`src/rtl/shift_sequencer.sv`:
```
// rtl/shift_sequencer.sv - multi-cycle variable right shifter, one power-of-two stage per clock
//
// Purpose: applies right-shift stages 2**(STAGES-1) .. 1 to a shared data
// register, one stage per clock, MSB stage first. It trades latency for area
// compared with a combinational barrel shifter.
//
// Optional feature: define SHIFT_ARITH_EN to add the `arith` input and the
// sign-fill path. Without it, every shift is logical with zero fill.
//
// Ports:
//   clk     - clock, rising edge
//   rst     - asynchronous active-high reset
//   start   - request, sampled only in IDLE or DONE
//   a       - operand, captured on the accepting edge
//   amt     - shift amount, captured on the accepting edge
//   arith   - (SHIFT_ARITH_EN only) 1 = arithmetic, 0 = logical shift
//   busy    - high while stages are being applied
//   done    - one-cycle pulse; result is final in that cycle
//   result  - the data register; intermediate values show while busy
module shift_sequencer #(
  parameter int WIDTH  = 32,
  parameter int STAGES = 5
) (
  input  logic              clk,
  input  logic              rst,
  input  logic              start,
  input  logic [WIDTH-1:0]  a,
  input  logic [STAGES-1:0] amt,
`ifdef SHIFT_ARITH_EN
  input  logic              arith,
`endif
  output logic              busy,
  output logic              done,
  output logic [WIDTH-1:0]  result
);

  localparam int CW = (STAGES > 1) ? $clog2(STAGES) : 1;
  localparam logic [STAGES:0] SH_ONE = 1;
  localparam logic [CW-1:0]   CNT_LAST = CW'(STAGES - 1);

  typedef enum logic [1:0] {
    IDLE  = 2'd0,
    SHIFT = 2'd1,
    DONE  = 2'd2
  } state_t;

  state_t            state_q, state_d;
  logic [WIDTH-1:0]  data_q, data_d;
  logic [STAGES-1:0] amt_q, amt_d;
  logic [CW-1:0]     cnt_q, cnt_d;
  logic [STAGES:0]   sh;
  logic [WIDTH-1:0]  shifted;
`ifdef SHIFT_ARITH_EN
  logic              arith_q, arith_d;
`endif

  always_ff @(posedge clk or posedge rst) begin
    if (rst) begin
      state_q <= IDLE;
      data_q  <= '0;
      amt_q   <= '0;
      cnt_q   <= '0;
`ifdef SHIFT_ARITH_EN
      arith_q <= 1'b0;
`endif
    end else begin
      state_q <= state_d;
      data_q  <= data_d;
      amt_q   <= amt_d;
      cnt_q   <= cnt_d;
`ifdef SHIFT_ARITH_EN
      arith_q <= arith_d;
`endif
    end
  end

  // Current stage distance and the shifted data for it. In an arithmetic
  // shift the MSB never changes, so it is the operand sign on every stage.
  always_comb begin
    sh      = SH_ONE << cnt_q;
    shifted = data_q >> sh;
`ifdef SHIFT_ARITH_EN
    if (arith_q && data_q[WIDTH-1]) begin
      shifted = shifted | ~({WIDTH{1'b1}} >> sh);
    end
`endif
  end

  always_comb begin
    state_d = state_q;
    data_d  = data_q;
    amt_d   = amt_q;
    cnt_d   = cnt_q;
`ifdef SHIFT_ARITH_EN
    arith_d = arith_q;
`endif
    case (state_q)
      IDLE, DONE: begin
        if (start) begin
          data_d  = a;
          amt_d   = amt;
          cnt_d   = CNT_LAST;
`ifdef SHIFT_ARITH_EN
          arith_d = arith;
`endif
          state_d = SHIFT;
        end else if (state_q == DONE) begin
          state_d = IDLE;
        end
      end
      SHIFT: begin
        if (amt_q[cnt_q]) begin
          data_d = shifted;
        end
        if (cnt_q == '0) begin
          state_d = DONE;
        end else begin
          cnt_d = cnt_q - CW'(1);
        end
      end
      default: state_d = IDLE;
    endcase
  end

  assign busy   = (state_q == SHIFT);
  assign done   = (state_q == DONE);
  assign result = data_q;

endmodule

```
`config.mk`:
```
export PLATFORM = sky130hd
export DESIGN_NAME = shift_sequencer
export DESIGN_NICKNAME = d
export VERILOG_FILES = /design/src/rtl/shift_sequencer.sv
export SDC_FILE = /design/constraint.sdc
export NUM_CORES = 1
export LEC_CHECK = 0
export ABC_AREA = 1
export BUFFER_PORTS_ARGS = -buffer_cell sky130_fd_sc_hd__buf_2
export CAP_MARGIN = 20
export CELL_PAD_IN_SITES_DETAIL_PLACEMENT = 1
export CELL_PAD_IN_SITES_GLOBAL_PLACEMENT = 2
export CORE_ASPECT_RATIO = 1.2
export CORE_UTILIZATION = 30
export CTS_CLUSTER_SIZE = 40
export DETAILED_ROUTE_END_ITERATION = 7
export PLACE_DENSITY = 0.92
export SYNTH_ARGS = -nofsm -noshare
export SYNTH_HDL_FRONTEND = slang
export SYNTH_SLANG_ARGS = --single-unit
```
`constraint.sdc`:
```
create_clock -name clk -period 2.3 [get_ports clk]
set_clock_uncertainty 0.2 [all_clocks]
set_input_delay 0.345 -clock clk [delete_from_list [all_inputs] [get_ports clk]]
set_output_delay 0.345 -clock clk [all_outputs]
set_load 0.05 [all_outputs]
```
Yosys cells after proc, flatten, opt, wreduce, memory -nomap -nowiden. Cells that the tools add are included.

Word-level logic and storage cells: 35. Bits of input ports: 40. Output and inout bits: 34. Bits in registers: 42. Memories: 0. Memory bits (writable): 0. Latch bits: 0. ROM bits: 0.

Multiply operators: 0. Magnitude comparators: 1. Mux-type cells: 12. Add/subtract/negate cells: 1. Reductions and logical operators: 8. Equality and inequality tests: 7. Shifts and indexed selects: 2. Bitwise logic cells: 0. Div/mod/pow operators: 0.

Operators with widths (number): $mux W32 (2); $pmux W32 S2 (1); $shr A32 B6 Y32 (1); $mux W2 (3); $mux W3 (2); $pmux W3 S2 (1); $reduce_and A3 Y1 (2); $shl A1 B3 Y6 const A (1); $lt A3 B4 Y1 const B (1); $ne A2 B1 Y1 const B (2); $ne A2 B2 Y1 const B (2); $pmux W2 S2 (1); $reduce_and A2 Y1 (2); $bmux W1 S3 (1); $logic_not A3 Y1 (1); $ne A3 B3 Y1 const B (1); $sub A3 B1 Y3 const B (1); $eq A2 B1 Y1 const B (1); $eq A2 B2 Y1 const B (1); $logic_not A2 Y1 (1); $reduce_bool A2 Y1 (1); $reduce_or A2 Y1 (1); $mux W1 (1).

Depth between registers and ports, before layout.
Word-level depth: 4. Gate-level depth with buffers: 15. Gate-level depth less buffers: 13.

Worst setup path before layout. Ideal clock, no wire load.

Path type: reg2reg. Start: reg cnt_q[0]. End: reg data_q[5] (netlist: result[5]). Cell stages (with the launch flop): 14. Setup slack: 0.198 ns. Arrival: 1.789 ns. Path buffers: 2. Required time: 1.987 ns. Clock period less this slack: 2.102 ns. Library setup time: 0.113 ns. Cell sequence: dfrtp_1 inv_1 ha_1 buf_2 buf_2 nand3_2 nand3_1 nand2_1 nand2_1 nand3_1 nand3_1 nand3_1 nand2_1 inv_1.

Cells in the longest elaborated chain, start to end: 4. Elaborated cells between the ends (all ways): 8. Classes of those cells: eq/ne (1); shift (2); mux (4); reduce/logical (1).

Ends and longest elaborated chain: start: declaration (RTL line 50) `logic [CW-1:0] cnt_q, cnt_d;`; start signal: assignment (RTL line 70) `cnt_q <= cnt_d;`; $shl A1 B3 Y6 / $bmux W1 S3 (equally long branches) (RTL line 80, 112); $shr A32 B6 Y32 / $mux W1 (equally long branches) (RTL line 81, 112); $mux W32 / $ne A2 B1 Y1 (equally long branches); $pmux W32 S2 / $reduce_and A3 Y1 (equally long branches); end signal: assignment (RTL line 68) `data_q <= data_d;`; end: declaration (RTL line 48) `logic [WIDTH-1:0] data_q, data_d;`.

Several ways; a longest one is shown, not always the timed one. The select of a mux whose other input is x is not followed. A chain may end at the register's enable or synchronous reset.

Worst setup path in the final report.
Start: reg cnt_q[1]. End: reg data_q[4] (netlist: result[4]).

The elaborated chain is that of the path after synthesis.

==> impl_metrics.toml <==
[run_status]
status = "complete, no violations"

[global_routing]
track_usage_pct = 24.3
grt_pass1_vias = 4827
grt_max_degree = 35
antenna_found_initial = 0
grt_pass1_wl_um = 24900
overflow = 0

[sta]
min_period_over_period_pct = 96.3
setup_viol = 0
timing.fmax_ghz = 0.452
min_period_ns = 2.21
hold_viol_final = 0
rsz0062_at_grt = "false"
tightest_slew_ns = 0.805
report.final.slew_viol_count = 0
final.setup.worst_slack_ns = 0.0855
slew_headroom_pct = 46.0

[finish]
drive_gt1_share_pct = 23.0
postLayoutCellArea_um2 = 4830
fin_nets = 755
diodes = 0
layout_common_cells = "210 x nand2_1, 140 x nand3_1, 73 x buf_2, 43 x a21oi_1"
area_delta_synth_final_pct = 26.0
layoutNonFillerInstCount = 871
final_common_cell = "nand2_1"

[synth]
syn_avg_cell_area_um2 = 6.21
synth_area_um2 = 3830
synth_enable_flop_cells = 0
syn_inst = 617
synth_nets = 662
synth_flop_cell = "dfrtp_1"
yosysTopAreaCellShare_pct = 27.4
yosysTopAreaCell = "dfrtp_1"
synth.distinct_cells = 29
synth_area_leaders = "dfrtp_1 27%, nand2_1 21%, nand3_1 18%"
yosys_warnings = 0
postSynth.asyncResetShare_pct = 100
yosysSeqAreaShare_pct = 27.4
ys_ff_latch = 42

[routing]
ant_nets = 0
drt_iter0_markers = 293
drc = 0
via_per_inst = 5.29
num_vias = 4611
wirelength_um = 15600
first_pass_iters = 4
wire_per_inst_um = 17.9

[placed_design]
dpl_worst_slack_ns = -0.0884
dp_hpwl_um = 12500
gp_congestion = 0.925
io_buffers = 73
dpl_cell_area_um2 = 4620
dpl.cell_count = 863

[cts]
cts_buffers = 5
clockRootBuffer = "clkbuf_16"
post_cts_buffers = 0
cts_tree = "yes"
cts_max_level = 2
clockBufferDepth = 2
worstSkewPairLatency_ns = 0.29
cts_sinks = 42
path_clk_slew_ns = 0.06

[critical_path]
r2r-end = "result[4]"
r2r_cells = 14
endpoint = "result[4]"
crit_start = "cnt_q[1]"
cp_data_required_time_ns = 2.29
regToRegSetupSlack_ns = 0.09
crit_path_end_kind = "flop"
arrival_ns = 2.20
cp-start-kind = "flop"
cp_max_fo = 5
path_class = "flop to flop"
r2r_start = "cnt_q[1]"

[floorplan]
pin_count = 74
core_area_um2 = 12300
die_x_um = 105
fp.dieArea_um2 = 13200
fp-row-count = 44
dieHeight_um = 126
start_util_pct = 31.2

[run]
max_cap_viol_count = 0

[min_path]
hold_class = "primary input to flop"
[how the worst min path moves through the flow]
stage                  start          to  slack, ns  cells after the start
finish                amt[1]    amt_q[1]       0.06                      3
floorplan           amt_q[1]    amt_q[1]       0.24                      2
CTS                   amt[1]    amt_q[1]       0.05                      3
detailed placement       rst  state_q[1]       0.24                      2
global placement         rst  state_q[1]       0.23                      2
global route          amt[4]    amt_q[4]       0.07                      3
[cell families (layout without fill, tap and decap cells)]
kind of cell / Yosys count / in the layout / synth area share (%)
AND/OR/NAND/NOR: 406 / 406 / 48.6
buffers and inverters: 85 / 178 / 10.8
AO/OA/AOI/OAI: 79 / 79 / 11.5
flip-flops: 42 / 42 / 27.4
adder cells (fa/ha/maj): 5 / 5 / 1.63
[stage by stage]
stage,utilization (%),hold WS [ns],TNS [ns]
floorplan,-,0.237,0
global route,39.3,0.0675,0
CTS,38.9,0.0528,0
detailed placement,37.6,0.240,-0.0884
finish,39.3,0.0554,0
global placement,37.6,0.227,0
[worst max-delay path, stage by stage, from the launching register on]
cell	delay, ns
dfrtp_1	0.39
inv_2	0.10
ha_4	0.16
inv_1	0.07
nor2_4	0.13
buf_4	0.16
nand2_1	0.08
nand3_1	0.11
nand2_1	0.08
nand2_2	0.11
nand2_1	0.11
nand3_2	0.13
nand3_1	0.15
nand2_1	0.10
inv_1	0.04
[cell type report]
class / count / area [um^2]
Clock buffer: 7 / 133
Fill cell: 1642 / 7450
Inverter: 51 / 206
Multi-Input combinational cell: 490 / 2420
Sequential cell: 42 / 1050
Tap cell: 161 / 201
Timing Repair Buffer: 120 / 816
[synth_stat cells, types with 5 or more instances]
library cell  count
nand3_1         141
inv_1            44
buf_6             6
a21oi_1          44
nor2_1           28
dfrtp_1          42
ha_1              5
a22oi_1          16
nand3_2          10
nand4_1           5
nand2_1         211
buf_2            21
o21ai_0          14
[layer usage]
layer,GRT usage [%],vias up,share of wire (%)
met1,29.4,2247,43
li1,-,2221,-
met5,0,-,0
met4,9.44,0,3.3
met3,2.95,28,3.7
met2,43.5,115,50
[flip-flops by register name, summed over array words and instances, names as in the netlist]
name / count
cnt_q: 3
result: 32
amt_q: 5
state_q: 2
[timing repair]
action	CTS	global route
resized for setup	4	14
setup endpoints to repair	3	23
hold buffers	1	0
endpoints found under the hold margin	19	0
Power is not shown: default switching activity piles up to over one toggle a cycle in this logic, so the estimate is an artifact.
